File: config.mk
export PLATFORM = sky130hd
export DESIGN_NAME = glm_scan_flat
export DESIGN_NICKNAME = d
export VERILOG_FILES = /design/src/rtl/glm_pkg.sv /design/src/rtl/glm_scan_if.sv /design/src/rtl/glm_bcm_timer.sv /design/src/rtl/glm_scan.sv /design/src/flat_wrapper.sv
export SDC_FILE = /design/constraint.sdc
export NUM_CORES = 1
export LEC_CHECK = 0
export BUFFER_PORTS_ARGS = -buffer_cell sky130_fd_sc_hd__clkbuf_2
export CAP_MARGIN = 20
export CELL_PAD_IN_SITES_DETAIL_PLACEMENT = 1
export CELL_PAD_IN_SITES_GLOBAL_PLACEMENT = 1
export CORE_AREA = 5 5 79 81
export CTS_CLUSTER_SIZE = 25
export DETAILED_ROUTE_END_ITERATION = 7
export DIE_AREA = 0 0 84 86
export GPL_ROUTABILITY_DRIVEN = 0
export PLACE_DENSITY = 0.76
export SETUP_SLACK_MARGIN = 0.15
export SYNTH_ARGS = -nofsm -noshare
export SYNTH_HDL_FRONTEND = slang
export SYNTH_SLANG_ARGS = --single-unit
File: constraint.sdc
create_clock -name clk -period 2.7 [get_ports clk]
set_input_delay 0 -clock clk [delete_from_list [all_inputs] [get_ports clk]]
set_output_delay 0 -clock clk [all_outputs]
set_load 0.05 [all_outputs]
File: src/rtl/glm_pkg.sv
`default_nettype none
// ----------------------------------------------------------------------------
// glm_pkg : shared FSM state encoding and fb_data pixel-field positions
// Rev 1.0
// ----------------------------------------------------------------------------
package glm_pkg;

  typedef enum logic [1:0] {
    ST_IDLE    = 2'd0,
    ST_SHIFT   = 2'd1,
    ST_LATCH   = 2'd2,
    ST_DISPLAY = 2'd3
  } glm_state_e;

  // Field index inside fb_data; bit position = FLD_x * BPC + plane
  localparam int NUM_FLD = 6;
  localparam int FLD_R1  = 5;
  localparam int FLD_G1  = 4;
  localparam int FLD_B1  = 3;
  localparam int FLD_R2  = 2;
  localparam int FLD_G2  = 1;
  localparam int FLD_B2  = 0;

endpackage
`default_nettype wire

File: src/rtl/glm_scan_if.sv
`default_nettype none
// ----------------------------------------------------------------------------
// glm_scan_if : framebuffer read port (strobe/address out, pixel pair back)
// Rev 1.0
// ----------------------------------------------------------------------------
interface glm_scan_if
  import glm_pkg::*;
#(
  parameter int ADDR_W = 3,
  parameter int COLS   = 32,
  parameter int BPC    = 4
) ();

  logic                             fb_rd_en;
  logic [ADDR_W+$clog2(COLS)-1:0]   fb_addr;
  logic [NUM_FLD*BPC-1:0]           fb_data;

  modport master (output fb_rd_en, output fb_addr, input fb_data);
  modport slave  (input fb_rd_en, input fb_addr, output fb_data);

endinterface
`default_nettype wire

File: src/rtl/glm_bcm_timer.sv
`default_nettype none
// ----------------------------------------------------------------------------
// glm_bcm_timer : binary-coded-modulation on-time counter (BASE_TIME << plane)
// Rev 1.0
// ----------------------------------------------------------------------------
module glm_bcm_timer
  import glm_pkg::*;
#(
  parameter int BPC       = 4,
  parameter int BASE_TIME = 8,
  parameter int PL_W      = 2
) (
  input  wire            clk,
  input  wire            rst,
  input  wire            load_i,
  input  wire [PL_W-1:0] plane_i,
  output logic           done_o
);

  localparam int MAX_TIME = BASE_TIME << (BPC - 1);
  localparam int CNT_W    = (MAX_TIME > 1) ? $clog2(MAX_TIME) : 1;

  logic [CNT_W-1:0] cnt_q, cnt_d;
  logic             active_q, active_d;

  // Loading N-1 makes done land on the Nth cycle after the load cycle
  always_comb begin
    cnt_d    = cnt_q;
    active_d = active_q;
    if (load_i) begin
      cnt_d    = CNT_W'((BASE_TIME << plane_i) - 1);
      active_d = 1'b1;
    end else if (active_q) begin
      if (cnt_q == '0) begin
        active_d = 1'b0;
      end else begin
        cnt_d = cnt_q - CNT_W'(1);
      end
    end
  end

  always_ff @(posedge clk) begin
    if (rst) begin
      cnt_q    <= '0;
      active_q <= 1'b0;
    end else begin
      cnt_q    <= cnt_d;
      active_q <= active_d;
    end
  end

  assign done_o = active_q && (cnt_q == '0);

endmodule
`default_nettype wire

File: src/rtl/glm_scan.sv
`default_nettype none
// ----------------------------------------------------------------------------
// glm_scan : LED-matrix row scanner, shifts bit planes and drives BCM output
// Rev 1.0
// ----------------------------------------------------------------------------
module glm_scan
  import glm_pkg::*;
#(
  parameter int COLS      = 32,
  parameter int ADDR_W    = 3,
  parameter int BPC       = 4,
  parameter int CLK_DIV   = 1,
  parameter int BASE_TIME = 8
) (
  input  wire               clk,
  input  wire               rst,
  input  wire               enable,
  glm_scan_if.master        fb,
  output logic              GLM_R1,
  output logic              GLM_G1,
  output logic              GLM_B1,
  output logic              GLM_R2,
  output logic              GLM_G2,
  output logic              GLM_B2,
  output logic [ADDR_W-1:0] GLM_ADDR,
  output logic              GLM_CLK,
  output logic              GLM_LAT,
  output logic              GLM_OE,
  output logic              GLM_LED1,
  output logic              GLM_LED2,
  output logic              GLM_LED3,
  output logic              GLM_LED4,
  output logic              frame_done
);

  localparam int COL_W   = $clog2(COLS);
  localparam int PL_W    = (BPC > 1) ? $clog2(BPC) : 1;
  localparam int PH_LAST = 2 * CLK_DIV;
  localparam int PH_W    = $clog2(PH_LAST + 1);

  glm_state_e              state_q, state_d;
  logic [ADDR_W-1:0]       row_q, row_d;
  logic [COL_W-1:0]        col_q, col_d;
  logic [PL_W-1:0]         plane_q, plane_d;
  logic [PH_W-1:0]         ph_q, ph_d;
  logic                    frame_done_d, timer_done;
  logic                    rd_en_q, rd_en_d, sclk_q, sclk_d;
  logic                    lat_q, lat_d, oe_q, oe_d;
  logic [ADDR_W+COL_W-1:0] fb_addr_q;
  logic [ADDR_W-1:0]       glm_addr_q;
  logic [NUM_FLD-1:0]      plane_bits, rgb_q;
  logic                    frame_done_q, led1_q, led2_q, led3_q, led4_q;

  for (genvar k = 0; k < NUM_FLD; k++) begin : g_fld
    logic [BPC-1:0] fld;
    assign fld           = fb.fb_data[k*BPC +: BPC];
    assign plane_bits[k] = fld[plane_q];
  end

  glm_bcm_timer #(
    .BPC       (BPC),
    .BASE_TIME (BASE_TIME),
    .PL_W      (PL_W)
  ) u_timer (
    .clk     (clk),
    .rst     (rst),
    .load_i  (state_q == ST_LATCH),
    .plane_i (plane_q),
    .done_o  (timer_done)
  );

  always_comb begin
    state_d      = state_q;
    row_d        = row_q;
    col_d        = col_q;
    plane_d      = plane_q;
    ph_d         = ph_q;
    frame_done_d = 1'b0;
    case (state_q)
      ST_IDLE: begin
        if (enable) begin
          state_d = ST_SHIFT;
          row_d   = '0;
          col_d   = '0;
          plane_d = '0;
          ph_d    = '0;
        end
      end
      ST_SHIFT: begin
        if (ph_q == PH_W'(PH_LAST)) begin
          ph_d = '0;
          if (col_q == COL_W'(COLS - 1)) begin
            col_d   = '0;
            state_d = ST_LATCH;
          end else begin
            col_d = col_q + COL_W'(1);
          end
        end else begin
          ph_d = ph_q + PH_W'(1);
        end
      end
      ST_LATCH: state_d = ST_DISPLAY;
      ST_DISPLAY: begin
        // enable only matters here, once the current plane has been shown
        if (timer_done) begin
          if (plane_q == PL_W'(BPC - 1)) begin
            plane_d      = '0;
            row_d        = row_q + ADDR_W'(1);
            frame_done_d = (row_q == {ADDR_W{1'b1}});
          end else begin
            plane_d = plane_q + PL_W'(1);
          end
          if (enable) begin
            state_d = ST_SHIFT;
          end else begin
            state_d = ST_IDLE;
            row_d   = '0;
            plane_d = '0;
          end
        end
      end
      default: state_d = ST_IDLE;
    endcase
  end

  // Pins are registered from the next-state view so they line up with state_q
  always_comb begin
    rd_en_d = (state_d == ST_SHIFT) && (ph_d == '0);
    sclk_d  = (state_d == ST_SHIFT) && (ph_d > PH_W'(CLK_DIV));
    lat_d   = (state_d == ST_LATCH);
    oe_d    = (state_d != ST_DISPLAY);
  end

  always_ff @(posedge clk) begin
    if (rst) begin
      state_q      <= ST_IDLE;
      row_q        <= '0;
      col_q        <= '0;
      plane_q      <= '0;
      ph_q         <= '0;
      rd_en_q      <= 1'b0;
      fb_addr_q    <= '0;
      sclk_q       <= 1'b0;
      lat_q        <= 1'b0;
      oe_q         <= 1'b1;
      glm_addr_q   <= '0;
      rgb_q        <= '0;
      frame_done_q <= 1'b0;
      led1_q       <= 1'b0;
      led2_q       <= 1'b0;
      led3_q       <= 1'b0;
      led4_q       <= 1'b0;
    end else begin
      state_q      <= state_d;
      row_q        <= row_d;
      col_q        <= col_d;
      plane_q      <= plane_d;
      ph_q         <= ph_d;
      rd_en_q      <= rd_en_d;
      fb_addr_q    <= {row_d, col_d};
      sclk_q       <= sclk_d;
      lat_q        <= lat_d;
      oe_q         <= oe_d;
      if (state_d == ST_LATCH) begin
        glm_addr_q <= row_d;
      end
      if ((state_q == ST_SHIFT) && (ph_q == PH_W'(1))) begin
        rgb_q <= plane_bits;
      end
      frame_done_q <= frame_done_d;
      led1_q       <= enable;
      led2_q       <= led2_q ^ frame_done_d;
      led3_q       <= (state_d == ST_DISPLAY);
      led4_q       <= (state_d == ST_IDLE);
    end
  end

  assign fb.fb_rd_en = rd_en_q;
  assign fb.fb_addr  = fb_addr_q;
  assign GLM_R1      = rgb_q[FLD_R1];
  assign GLM_G1      = rgb_q[FLD_G1];
  assign GLM_B1      = rgb_q[FLD_B1];
  assign GLM_R2      = rgb_q[FLD_R2];
  assign GLM_G2      = rgb_q[FLD_G2];
  assign GLM_B2      = rgb_q[FLD_B2];
  assign GLM_ADDR    = glm_addr_q;
  assign GLM_CLK     = sclk_q;
  assign GLM_LAT     = lat_q;
  assign GLM_OE      = oe_q;
  assign GLM_LED1    = led1_q;
  assign GLM_LED2    = led2_q;
  assign GLM_LED3    = led3_q;
  assign GLM_LED4    = led4_q;
  assign frame_done  = frame_done_q;

endmodule
`default_nettype wire

File: src/flat_wrapper.sv
// flat-port wrapper written by rule: the top's interface ports become plain ports
module glm_scan_flat import glm_pkg::*;
#(
  parameter int COLS      = 32,
  parameter int ADDR_W    = 3,
  parameter int BPC       = 4,
  parameter int CLK_DIV   = 1,
  parameter int BASE_TIME = 8
)
  (clk, rst, enable, GLM_R1, GLM_G1, GLM_B1, GLM_R2, GLM_G2, GLM_B2, GLM_ADDR, GLM_CLK, GLM_LAT, GLM_OE, GLM_LED1, GLM_LED2, GLM_LED3, GLM_LED4, frame_done, fb_fb_rd_en, fb_fb_addr, fb_fb_data);
  glm_scan_if #(.ADDR_W(ADDR_W), .COLS(COLS), .BPC(BPC)) fb_i ();
  input  wire clk;
  input  wire rst;
  input  wire enable;
  output logic GLM_R1;
  output logic GLM_G1;
  output logic GLM_B1;
  output logic GLM_R2;
  output logic GLM_G2;
  output logic GLM_B2;
  output logic [ADDR_W-1:0] GLM_ADDR;
  output logic GLM_CLK;
  output logic GLM_LAT;
  output logic GLM_OE;
  output logic GLM_LED1;
  output logic GLM_LED2;
  output logic GLM_LED3;
  output logic GLM_LED4;
  output logic frame_done;
  output wire logic [$bits(fb_i.fb_rd_en)-1:0] fb_fb_rd_en;
  output wire logic [$bits(fb_i.fb_addr)-1:0] fb_fb_addr;
  input wire logic [$bits(fb_i.fb_data)-1:0] fb_fb_data;
  assign fb_fb_rd_en = fb_i.fb_rd_en;
  assign fb_fb_addr = fb_i.fb_addr;
  assign fb_i.fb_data = fb_fb_data;
  glm_scan #(.COLS(COLS), .ADDR_W(ADDR_W), .BPC(BPC), .CLK_DIV(CLK_DIV), .BASE_TIME(BASE_TIME)) u_core (.clk(clk), .rst(rst), .enable(enable), .fb(fb_i), .GLM_R1(GLM_R1), .GLM_G1(GLM_G1), .GLM_B1(GLM_B1), .GLM_R2(GLM_R2), .GLM_G2(GLM_G2), .GLM_B2(GLM_B2), .GLM_ADDR(GLM_ADDR), .GLM_CLK(GLM_CLK), .GLM_LAT(GLM_LAT), .GLM_OE(GLM_OE), .GLM_LED1(GLM_LED1), .GLM_LED2(GLM_LED2), .GLM_LED3(GLM_LED3), .GLM_LED4(GLM_LED4), .frame_done(frame_done));
endmodule
Word-level counts from Yosys, hierarchy flattened
Index checks and enable logic that the tools add are counted.
{ "classes": {"addsub": 6, "order_cmp": 2, "eq_ne": 15, "shifts": 1, "n_mux": 44, "bitwise_logic": 1, "reduce_logical": 12} }
{ "op_table": {"columns": ["op", "n"], "rows": [
  ["$mux W2", 10],
  ["$mux W6", 3],
  ["$mux W5", 3],
  ["$mux W1", 13],
  ["$bmux W1 S2", 6],
  ["$eq A2 B2 Y1 const B", 6],
  ["$mux W3", 4],
  ["$pmux W5 S2", 1],
  ["$pmux W2 S2", 2],
  ["$pmux W2 S4", 1],
  ["$eq A2 B1 Y1 const B", 3],
  ["$logic_not A2 Y1", 3],
  ["$logic_not A6 Y1", 1],
  ["$ne A2 B2 Y1 const B", 3],
  ["$pmux W3 S2", 1],
  ["$shl A4 B2 Y6 const A", 1],
  ["$sub A6 B1 Y6 const B", 1],
  ["$sub A6 B2 Y6 const B", 1],
  ["$add A5 B1 Y5 const B", 1],
  ["$eq A5 B5 Y1 const B", 1],
  ["$add A2 B1 Y2 const B", 2],
  ["$logic_and A1 B1 Y1", 4],
  ["$reduce_bool A2 Y1", 2],
  ["$add A3 B1 Y3 const B", 1],
  ["7 further kinds", 7]
]} }
{ "word_totals": {"ff_bits": 47, "in_bits": 27, "word_cells": 100} }

Logic depth before layout (Yosys ltp)
Gate-level depths: netlist (run 1).
{ "logic_depth": {"word_depth": 6, "mapped_depth": 9, "ltp_nobuf": 8} }

By module
A second synthesis (run 1) with hierarchy kept.
{ "unflattened": {"hier_cells": 193, "hier_area_um2": 1924.3} }
{ "modules_own_cells": {"columns": ["mod", "instances", "cells_each", "area_each_um2"], "rows": [
  ["glm_scan", 1, 149, 1530.2],
  ["glm_bcm_timer", 1, 44, 394.1]
]} }

Worst setup path after synthesis (run 1)
Ideal clock, no wire load.
{ "synth_path": {"path_kind": "reg-to-reg", "from": "register (tool-made name)", "to": "register u_core.glm_addr_q[0] (netlist: u_core.GLM_ADDR[0])", "t_arrival_ns": 2.367, "t_required_ns": 2.579, "slack_ns": 0.212, "path_stages_with_launch": 10, "synth_period_minus_slack_ns": 2.488, "cell_sequence": "dfxtp_1 -> ha_1 -> and3_1 -> ha_1 -> nand3b_1 -> a311oi_1 -> o221ai_2 -> buf_6 -> nor2_2 -> mux2_4"} }
{ "synth_rtl": {"columns": ["element", "line_no", "rtl"], "rows": [
  ["end signal, assigned", "glm_scan.sv:165", "glm_addr_q <= row_d;"],
  ["end, declared", "glm_scan.sv:50", "logic [ADDR_W-1:0] glm_addr_q;"]
]} }

==> flow_summary.json, run 1 <==
{
  "grt_start_max_net_pins": 37,
  "power.switching_uw": 955,
  "syn_area_sq_um": 2040,
  "most_used_dff_post_synth": "sky130_fd_sc_hd__dfxtp_1",
  "fp.coreArea_sq_um": 5410,
  "timing.final.max_slew_violations": 0,
  "cts_buffers": 5,
  "vias_per_cell": 5.18,
  "worst_setup_path_end_kind": "register",
  "route.detailed.wl_per_inst_um": 14.4,
  "worst-path-max-fanout": 9,
  "critical_path_arrival_ps": 2560,
  "overflow": 0,
  "cell_taking_the_most_area_after_synthesis": "sky130_fd_sc_hd__dfxtp_1",
  "tightest_slew_ps": 762,
  "syn-instance-count": 211,
  "timing.max_slew.rel_slack": 0.492,
  "cts_hold_buffers": 0,
  "holdCritPathClass": "in2reg",
  "synth_async_sr_flop_share": 0,
  "synthesis.area_per_instance_sq_um": 9.65,
  "placement_rows": 27,
  "fin_crit_sh": 0.872,
  "clock_tree.htree_level_count": 2,
  "finish.utilization": 0.460,
  "p_int_uw": 1460,
  "start_util": 0.377,
  "rsz_0062_raised_after_global_routing": "no",
  "comb_power_share": 0.437,
  "cpPeakStageDelay_ps": 440,
  "hold_viol": 0,
  "ant_nets": 0,
  "die_x_um": 84,
  "clock_insertion_delay_worst_skew_ps": 290,
  "maxCapViolations": 0,
  "fmaxAchievable_mhz": 425,
  "top_delay_family_on_crit_path": "compound AO/OA/AOI/OAI gates",
  "gr-usage-all-layers": 0.145,
  "busiest_layer": "met2",
  "power.static_leakage_uw": 0.00107,
  "power-per-cell-area_nw_per_um2": 969,
  "insertedDiodeCount": 0,
  "drt_pre_antenna_iters": 4,
  "synth_top_area_share": 0.383,
  "final_period_minus_worst_setup_slack_ps": 2350,
  "buffer_ports.inserted": 52,
  "clockPowerShare": 0.241,
  "layout_area_growth_over_synthesis_pct": 22.2,
  "timing.critical_path.slowest_stage_cell": "sky130_fd_sc_hd__dfxtp_1",
  "hpwl_mm": 3.56,
  "floorplan.die.height_um": 86,
  "global_route.usage.met1": 0.173,
  "outcome": "finished clean",
  "pwr-share-seq": 0.322,
  "synth.lib_cells_used.distinct": 47,
  "critical_path.startpoint_type": "register",
  "cp.buffers_inverters": 0,
  "cts_setup_buffers": 0,
  "hold-worst-slack_ps": 68.2,
  "synth.net_count": 251,
  "global_route_wire_length_before_repair_mm": 8.65,
  "ir_worst_vdd_mv": 0.309,
  "n_fill_cell": 651,
  "synth-edff-count": 0,
  "synthTopCellsByArea": "sky130_fd_sc_hd__dfxtp_1 (38%), sky130_fd_sc_hd__ha_1 (8.0%), sky130_fd_sc_hd__mux4_2 (6.6%)",
  "tritoncts": "done",
  "clock_buffer_depth": 2,
  "synth.ff_latch_count": 39,
  "clock-sinks": 39,
  "grt.met3_usage": 0.0490,
  "remaining_drc_errors": 0,
  "dr.first_iter.drc_count": 65,
  "crit_chain": "ha_1, and3_1, ha_1, nand3b_1, a311oi_1, o221ai_2, or3_1, a21oi_1",
  "sum_of_negative_setup_slack_ps": 0,
  "setup_violating_endpoint_count_in_the_final_report": 0,
  "crit_top_cell": "sky130_fd_sc_hd__ha_1",
  "drt-total-wl_mm": 4.82,
  "cts_root_buffer": "sky130_fd_sc_hd__clkbuf_8",
  "worstSetupPathType": "reg2reg",
  "seqCellArea_sq_um": 781,
  "layout-drive-gt1-share": 0.298,
  "multi_input_comb_area_sq_um": 1150,
  "die_area_sq_um": 7220,
  "switching_share": 0.396,
  "synth-warning-count": 0,
  "number_of_global_route_vias_before_repair": 1874,
  "met2_usage": 0.252,
  "clk_pin_slew_worst_paths_ps": 80,
  "initial_antenna_violation_count": 0,
  "seq_area_frac_synth": 0.383,
  "nets": 301,
  "io_pins": 53,
  "clock_skew_ps": 4.46,
  "routed-via-count": 1729,
  "cp_data_required_time_ps": 2910,
  "cts-resized-gates": 0
}
## metal layers
layer,up-vias,wire length [um],part of all wire
li1,856,-,-
met1,821,2200,0.46
met2,48,2310,0.48
met3,4,284,0.059
met4,0,28,0.0058
met5,-,0,0
## per-stage QoR
stage / std cells / setup WS, ps / instance area (sq um) / total power (uW)
2_1_floorplan: 211 / 212 / 2040 / 1650
3_3_place_gp: 324 / 490 / 2340 / 1780
3_5_place_dp: 324 / 360 / 2340 / 1800
4_1_cts: 332 / 302 / 2470 / 2400
5_1_grt: 334 / 161 / 2490 / 2590
6_report: 334 / 345 / 2490 / 2410
## power groups by stage
| stage | Combinational, uW | Clock, uW | Sequential, uW |
|---|---|---|---|
| after detailed placement | 1010 | 0 | 787 |
| after floorplan | 748 | 0 | 897 |
| after global placement | 1000 | 0 | 781 |
| final | 1050 | 581 | 775 |
| after CTS | 1020 | 597 | 777 |
| after global routing | 1170 | 624 | 794 |
## worst reg2reg max path: stages, from the launching register on
cell and delay (ps):
sky130_fd_sc_hd__dfxtp_1 440, sky130_fd_sc_hd__ha_1 230, sky130_fd_sc_hd__and3_1 180, sky130_fd_sc_hd__ha_1 200, sky130_fd_sc_hd__nand3b_1 120, sky130_fd_sc_hd__a311oi_1 320, sky130_fd_sc_hd__o221ai_2 250, sky130_fd_sc_hd__or3_1 400
sky130_fd_sc_hd__a21oi_1 140
## cell usage in the layout (no fill, tap or decap), types with 2 or more instances in the layout
cell	instances
sky130_fd_sc_hd__a22oi_1	2
sky130_fd_sc_hd__nand2_1	7
sky130_fd_sc_hd__o211ai_1	2
sky130_fd_sc_hd__nor3_1	4
sky130_fd_sc_hd__clkbuf_8	5
sky130_fd_sc_hd__nand3b_1	3
sky130_fd_sc_hd__mux4_2	6
sky130_fd_sc_hd__a32oi_1	3
sky130_fd_sc_hd__nor3b_1	2
sky130_fd_sc_hd__buf_4	4
sky130_fd_sc_hd__nand2b_1	3
sky130_fd_sc_hd__nor2_1	27
sky130_fd_sc_hd__and3_1	2
sky130_fd_sc_hd__clkbuf_2	52
sky130_fd_sc_hd__inv_1	11
sky130_fd_sc_hd__bufinv_16	2
sky130_fd_sc_hd__ha_1	13
sky130_fd_sc_hd__or3_1	4
sky130_fd_sc_hd__xor2_1	2
sky130_fd_sc_hd__a21oi_1	10
sky130_fd_sc_hd__mux2i_1	9
sky130_fd_sc_hd__nand3_1	5
sky130_fd_sc_hd__dfxtp_1	39
sky130_fd_sc_hd__a211oi_1	6
sky130_fd_sc_hd__xnor2_1	4
sky130_fd_sc_hd__o21ai_0	5
sky130_fd_sc_hd__and2_1	2
sky130_fd_sc_hd__nor2b_1	6
sky130_fd_sc_hd__o31a_1	2
## final cells by class
class                   count  share of cell area
multi-input cells         148               0.462
flip-flops and latches     39               0.314
clock inverters             3              0.0271
repair buffers             56               0.117
clock buffers               5              0.0277
well taps                  72              0.0362
inverters                  11              0.0166
## synth_stat cells, drive strengths merged, types with 3 or more instances
| cell | number |
|---|---|
| a211oi | 7 |
| nand3 | 5 |
| mux2i | 9 |
| xnor2 | 4 |
| a21oi | 10 |
| mux4 | 6 |
| buf | 3 |
| a32oi | 3 |
| ha | 13 |
| o21ai | 6 |
| nand2 | 7 |
| nor2 | 28 |
| nor3 | 4 |
| nand3b | 3 |
| nand2b | 3 |
| inv | 11 |
| or3 | 4 |
| clkbuf | 10 |
| nor2b | 6 |
| dfxtp | 39 |
## path summary, 6_finish.rpt
check	end	cells past startpoint	slack [ps]	start
hold reg to reg	u_core.GLM_ADDR[1]$_SDFFE_PP0N_	2	490	u_core.GLM_ADDR[1]$_SDFFE_PP0N_
setup / recovery	u_core.GLM_ADDR[2]$_SDFFE_PP0N_	8	350	register
setup reg to reg	u_core.GLM_ADDR[2]$_SDFFE_PP0N_	8	350	register
hold / removal	u_core.GLM_LED1$_SDFF_PP0_	2	70	enable
## kinds of logic (layout without fill, tap and decap cells)
| group | after synthesis | count (layout) | synth area share |
|---|---|---|---|
| AOI/OAI and AO/OA | 40 | 40 | 0.148 |
| and+or+nand+nor | 72 | 72 | 0.187 |
| muxes | 17 | 17 | 0.123 |
| xor gates and xnor gates | 6 | 6 | 0.0258 |
| DFF | 39 | 39 | 0.383 |
| adders and majority gates | 13 | 13 | 0.0799 |
| buffers and inverters | 24 | 75 | 0.0522 |
Note: power is estimated with default switching activity, not from simulation.
==> run 2: changes to the inputs <==
- CORE_AREA: 5 5 79 81 -> 5 5 77 79
- DIE_AREA: 0 0 84 86 -> 0 0 82 84
- SYNTH_HIERARCHICAL: not set -> 1
==> run 2 against run 1 <==
Against the previous run:
- combinational power down 85%
- non-clock buffer count stayed put
- cell area is 3.8% lower
- clock skew rose by 4.8 ps
- clock power fell by 11%
- wire length rose by 1.6%
- final cell count shrank 3.0%
- synthesized area decreased by 5.5%
- worst hold slack got worse by 38 ps
- first-iteration DRC count grew 20%
- utilization down 0.60 points
- flip-flop and latch count unchanged
- critical path type unchanged
- largest cell class unchanged
==> flow_summary.json, run 2 <==
{
  "outcome": "finished clean",
  "rsz_0062_raised_after_global_routing": "no",
  "io_pins": 53,
  "die_area_sq_um": 6890,
  "timing.max_slew.rel_slack": 0.737,
  "synth_async_sr_flop_share": 0,
  "cts_root_buffer": "sky130_fd_sc_hd__clkbuf_8",
  "synth-warning-count": 6,
  "syn_area_sq_um": 1920,
  "final_common_cell": "sky130_fd_sc_hd__clkbuf_2",
  "global_route_wire_length_before_repair_mm": 8.02,
  "clock_skew_ps": 9.31,
  "rr_endpoint": "u_core/GLM_ADDR[2]$_SDFFE_PP0N_",
  "worst_setup_path_end_kind": "register",
  "synth.ff_latch_count": 39,
  "timing.final.max_slew_violations": 0,
  "routed-via-count": 1697,
  "cts_hold_buffers": 0,
  "cpPeakStageDelay_ps": 430,
  "sum_of_negative_setup_slack_ps": 0,
  "remaining_drc_errors": 0,
  "worstSetupPathType": "reg2reg",
  "top_delay_family_on_crit_path": "simple AND/OR/NAND/NOR gates",
  "critical_path.startpoint_type": "register",
  "clock_tree.htree_level_count": 2,
  "gr-usage-all-layers": 0.148,
  "synth.most_common_cell": "sky130_fd_sc_hd__dfxtp_1",
  "syn-instance-count": 193,
  "cell_taking_the_most_area_after_synthesis": "sky130_fd_sc_hd__dfxtp_1",
  "setup_violating_endpoint_count_in_the_final_report": 0,
  "clk_pin_slew_worst_paths_ps": 80,
  "insertedDiodeCount": 0,
  "critical_path_arrival_ps": 2550,
  "fmaxAchievable_mhz": 423,
  "ir_worst_vdd_mv": 0.303,
  "overflow": 0,
  "crit_path_start": "u_core/u_timer/cnt_q[3]$_SDFFE_PP0P_",
  "tightest_slew_ps": 393,
  "seq_area_frac_synth": 0.406,
  "initial_antenna_violation_count": 0,
  "highest_count_cells_in_the_layout_ignoring_fill_and_taps": "sky130_fd_sc_hd__clkbuf_2 (52), sky130_fd_sc_hd__dfxtp_1 (39), sky130_fd_sc_hd__nor2_1 (20)",
  "clock-sinks": 39,
  "layout_area_growth_over_synthesis_pct": 24.4,
  "crit_chain": "or3_4, nor3_1, buf_4, nor2b_1, o21ai_0, o22ai_2, or2_4, mux2_4",
  "clock_insertion_delay_worst_skew_ps": 290,
  "drt-total-wl_mm": 4.90,
  "cts_buffers": 5,
  "grt_start_max_net_pins": 23,
  "synthesis.area_per_instance_sq_um": 9.97,
  "most_used_dff_post_synth": "sky130_fd_sc_hd__dfxtp_1",
  "worst-r2r-setup-slack_ps": 340,
  "cts_setup_buffers": 0,
  "fp.coreArea_sq_um": 5270,
  "dr.first_iter.drc_count": 78,
  "critical_path_depth": 8,
  "synth.net_count": 231,
  "layout-drive-gt1-share": 0.325,
  "hold_viol": 0,
  "synth.lib_cells_used.distinct": 49,
  "maxCapViolations": 0,
  "n_fill_cell": 638,
  "placement_rows": 27,
  "vias_per_cell": 5.24,
  "pre_cts_ws_ps": 382,
  "final_period_minus_worst_setup_slack_ps": 2360,
  "buffer_ports.inserted": 52,
  "drt_pre_antenna_iters": 4,
  "synthTopCellsByArea": "sky130_fd_sc_hd__dfxtp_1 (41%), sky130_fd_sc_hd__ha_1 (7.2%), sky130_fd_sc_hd__mux4_2 (7.0%)",
  "endpoint": "u_core/GLM_ADDR[2]$_SDFFE_PP0N_",
  "cts-resized-gates": 0,
  "timing.critical_path.slowest_stage_cell": "sky130_fd_sc_hd__or3_4",
  "synth-edff-count": 0,
  "start_util": 0.365,
  "number_of_global_route_vias_before_repair": 1667,
  "hpwl_mm": 3.73,
  "cp.buffers_inverters": 1,
  "tritoncts": "done",
  "layout_setup_ws_ps": 336,
  "die_x_um": 82,
  "power-per-cell-area_nw_per_um2": 531,
  "yosys-top-cells-count": "sky130_fd_sc_hd__dfxtp_1 (39), sky130_fd_sc_hd__nor2_1 (20), sky130_fd_sc_hd__inv_1 (12), sky130_fd_sc_hd__ha_1 (11), sky130_fd_sc_hd__nand2_1 (10)",
  "clock_buffer_depth": 2,
  "cp_data_required_time_ps": 2890,
  "ant_nets": 0,
  "worst-r2r-cell-count": 8,
  "route.detailed.wl_per_inst_um": 15.1,
  "floorplan.die.height_um": 84,
  "synth_top_area_share": 0.406,
  "nets": 289,
  "power.static_leakage_uw": 0.00106,
  "fin_crit_sh": 0.876,
  "worst-path-max-fanout": 8,
  "holdCritPathClass": "in2reg",
  "worst_r2r_startpoint": "u_core/u_timer/cnt_q[3]$_SDFFE_PP0P_"
}
-- run 2: cell count changes in the layout (fill, tap and decap cells not counted), sizes merged, moves of 4 or more --
cell    previous run  this run
nor2              28        20
xnor2              4         0
nand3              5         1
a211oi             7         0
-- run 2: cells by family (layout without fill, tap and decap cells) --
family,after synthesis,in the layout,share of synthesized area
AO/OA/AOI/OAI,44,44,0.164
XOR/XNOR,1,1,0.00455
adder cells (fa/ha/maj),11,11,0.0715
buffers and inverters,17,76,0.0377
flip-flops,39,39,0.406
multiplexers,17,17,0.136
AND/OR/NAND/NOR,64,64,0.181
-- run 2: worst min-delay path by stage --
stage,start,to,slack [ps],cells past startpoint
floorplan,rst,u_core/u_timer/active_q$_SDFF_PP0_,70,1
global placement,enable,u_core/GLM_LED1$_SDFF_PP0_,330,2
detailed placement,enable,u_core/GLM_LED1$_SDFF_PP0_,330,2
CTS,enable,u_core/GLM_LED1$_SDFF_PP0_,30,2
global route,enable,u_core/GLM_LED1$_SDFF_PP0_,30,2
finish,enable,u_core/GLM_LED1$_SDFF_PP0_,30,2
-- run 2: through the flow --
step	utilization	hold slack (ps)	total power (uW)	instances	cell area (sq um)
2_1_floorplan	-	69.1	716	193	1920
3_3_place_gp	0.432	326	765	316	2280
3_5_place_dp	0.432	334	768	316	2280
4_1_cts	0.454	28.3	1280	324	2390
5_1_grt	0.454	28.6	1320	324	2390
6_report	0.454	29.9	1270	324	2390
-- run 2: final cells by class --
type,instances,area (sq um),share of cell area
multi-input combinational,137,1070,0.447
clock inverter,2,35.0,0.0146
tap,72,90.1,0.0376
sequential,39,781,0.326
inverter,12,45.0,0.0188
clock buffer,6,82.6,0.0345
timing repair buffer,56,290,0.121
-- run 2: metal layers --
| layer | track usage | wire length (um) |
|---|---|---|
| met1 | 0.192 | 2240 |
| met2 | 0.237 | 2400 |
| met3 | 0.0335 | 180 |
| met4 | 0.0529 | 73 |
| met5 | 0 | 0 |
-- run 2: power by group --
group / total, uW / switching (uW) / internal, uW
sequential: 599 / 10.0 / 589
clock: 517 / 218 / 299
combinational: 155 / 99.5 / 55.8
total: 1270 / 327 / 944
-- run 2: worst reg2reg max path, stage by stage (launching register included) --
cell and delay [ps]:
sky130_fd_sc_hd__dfxtp_1 370, sky130_fd_sc_hd__or3_4 430, sky130_fd_sc_hd__nor3_1 210, sky130_fd_sc_hd__buf_4 170
sky130_fd_sc_hd__nor2b_1 60, sky130_fd_sc_hd__o21ai_0 230, sky130_fd_sc_hd__o22ai_2 180, sky130_fd_sc_hd__or2_4 320
sky130_fd_sc_hd__mux2_4 300
==> run 3: changes to the inputs <==
- CORE_AREA: 5 5 77 79 -> 5 5 79 81
- DIE_AREA: 0 0 82 84 -> 0 0 84 86
- SYNTH_HIERARCHICAL: 1 -> not set
- clock period: 2.7 -> 2.6 ns (I/O delays scaled with it)
==> run 3 against run 2 <==
Against the previous run:
- clock power decreased by 23%
- flip-flop and latch count did not move
- worst hold slack gained 42 ps
- total power grew 79%
- global-route usage decreased by 0.27 points
- critical endpoint is now u_core.GLM_ADDR[0]$_SDFFE_PP0N_
==> flow_summary.json, run 3 (synthesized netlist as in run 1, its figures left out) <==
{
  "routed-via-count": 1756,
  "rsz_0062_raised_after_global_routing": "no",
  "dp.cells": 324,
  "worst-r2r-cell-count": 7,
  "hold-worst-slack_ps": 71.7,
  "highest_count_cells_in_the_layout_ignoring_fill_and_taps": "sky130_fd_sc_hd__clkbuf_2 (52), sky130_fd_sc_hd__dfxtp_1 (37), sky130_fd_sc_hd__nor2_1 (27)",
  "worst-r2r-setup-slack_ps": 340,
  "ant_nets": 0,
  "fp.coreArea_sq_um": 5410,
  "fmaxAchievable_mhz": 442,
  "power-per-cell-area_nw_per_um2": 938,
  "final_period_minus_worst_setup_slack_ps": 2260,
  "drt-total-wl_mm": 4.84,
  "rr_endpoint": "u_core.GLM_ADDR[0]$_SDFFE_PP0N_",
  "worst_r2r_startpoint": "u_core.state_q[1]$_SDFF_PP0_",
  "timing.final.max_slew_violations": 0,
  "hpwl_mm": 3.73,
  "worstHoldPathCells": 2,
  "layout_area_growth_over_synthesis_pct": 18.9,
  "io_pins": 53,
  "cts_setup_buffers": 0,
  "timing.max_slew.rel_slack": 0.498,
  "pre_cts_ws_ps": 333,
  "clock_insertion_delay_worst_skew_ps": 290,
  "route.detailed.wl_per_inst_um": 14.6,
  "global_route_wire_length_before_repair_mm": 8.71,
  "critical_path.startpoint_type": "register",
  "setup_violating_endpoint_count_in_the_final_report": 0,
  "clk_pin_slew_worst_paths_ps": 70,
  "power.static_leakage_uw": 0.00104,
  "die_x_um": 84,
  "number_of_global_route_vias_before_repair": 1968,
  "start_util": 0.377,
  "maxCapViolations": 0,
  "cts-resized-gates": 0,
  "holdCritStartpoint": "enable",
  "clock-sinks": 39,
  "worst_setup_path_end_kind": "register",
  "grt_start_max_net_pins": 37,
  "tritoncts": "done",
  "fin_cells": 332,
  "remaining_drc_errors": 0,
  "power.total_uw": 2270,
  "gr-usage-all-layers": 0.146,
  "clock_buffer_depth": 2,
  "worst-path-max-fanout": 7,
  "cts_hold_buffers": 0,
  "tightest_slew_ps": 753,
  "layout-drive-gt1-share": 0.292,
  "floorplan.die.height_um": 86,
  "ir_worst_vdd_mv": 0.324,
  "final_common_cell": "sky130_fd_sc_hd__clkbuf_2",
  "hold_viol": 0,
  "drt_pre_antenna_iters": 4,
  "outcome": "finished clean",
  "die_area_sq_um": 7220,
  "clock_skew_ps": 4.08,
  "vias_per_cell": 5.29,
  "sum_of_negative_setup_slack_ps": 0,
  "insertedDiodeCount": 0,
  "initial_antenna_violation_count": 0,
  "layout_setup_ws_ps": 340,
  "overflow": 0,
  "nets": 299,
  "holdCritPathClass": "in2reg",
  "worstSetupPathType": "reg2reg",
  "critical_path_arrival_ps": 2440,
  "cts_root_buffer": "sky130_fd_sc_hd__clkbuf_8",
  "cts_buffers": 5,
  "cp_data_required_time_ps": 2780,
  "dr.first_iter.drc_count": 76,
  "holdPathEnd": "u_core.GLM_LED1$_SDFF_PP0_",
  "clock_tree.htree_level_count": 2,
  "fin_crit_sh": 0.869,
  "buffer_ports.inserted": 52,
  "placement_rows": 27
}
[run 3: worst max path at each step]
stage	start	endpoint	slack [ps]	depth (start not counted)
after floorplan	register	u_core.GLM_ADDR[0]$_SDFFE_PP0N_	320	8
after global placement	u_core.state_q[1]$_SDFF_PP0_	u_core.GLM_ADDR[0]$_SDFFE_PP0N_	440	7
after detailed placement	register	u_core.GLM_ADDR[2]$_SDFFE_PP0N_	330	8
after CTS	register	u_core.GLM_ADDR[2]$_SDFFE_PP0N_	310	8
after global routing	u_core.state_q[0]$_SDFF_PP0_	u_core.GLM_ADDR[2]$_SDFFE_PP0N_	170	7
final	u_core.state_q[1]$_SDFF_PP0_	u_core.GLM_ADDR[0]$_SDFFE_PP0N_	340	7
[run 3: layout make-up]
type,instances,area [sq um]
fillers,679,2980
multi-input cells,148,1150
flip-flops and latches,39,783
repair buffers,54,275
well taps,72,90.1
clock buffers,7,76.3
inverters,11,41.3
clock inverters,1,5.00
[run 3: power breakdown]
part / switching, uW / internal (uW) / total (uW)
clock network: 210 / 188 / 398
registers: 92.8 / 712 / 805
logic: 681 / 385 / 1070
total: 984 / 1290 / 2270
[run 3: worst max-delay path: stages (launching register included)]
cell                       delay (ps)
sky130_fd_sc_hd__dfxtp_1          440
sky130_fd_sc_hd__inv_1            100
sky130_fd_sc_hd__ha_1             290
sky130_fd_sc_hd__or2_2            320
sky130_fd_sc_hd__a2111o_1         460
sky130_fd_sc_hd__o311ai_0         130
sky130_fd_sc_hd__a21oi_1          130
sky130_fd_sc_hd__mux2_4           290
[run 3: per-layer routing]
layer	vias to the layer above	wire, um	global-route usage	part of all wire
met5	-	0	0	0
met4	0	60	0.0439	0.012
met3	6	332	0.0500	0.069
met2	55	2250	0.252	0.46
met1	849	2200	0.170	0.45
li1	846	-	-	-
[run 3: through the flow]
step / instance area (sq um) / util
after floorplan: 2040 / -
after global placement: 2340 / 0.433
after detailed placement: 2340 / 0.433
after CTS: 2420 / 0.448
after global routing: 2420 / 0.448
final: 2420 / 0.448
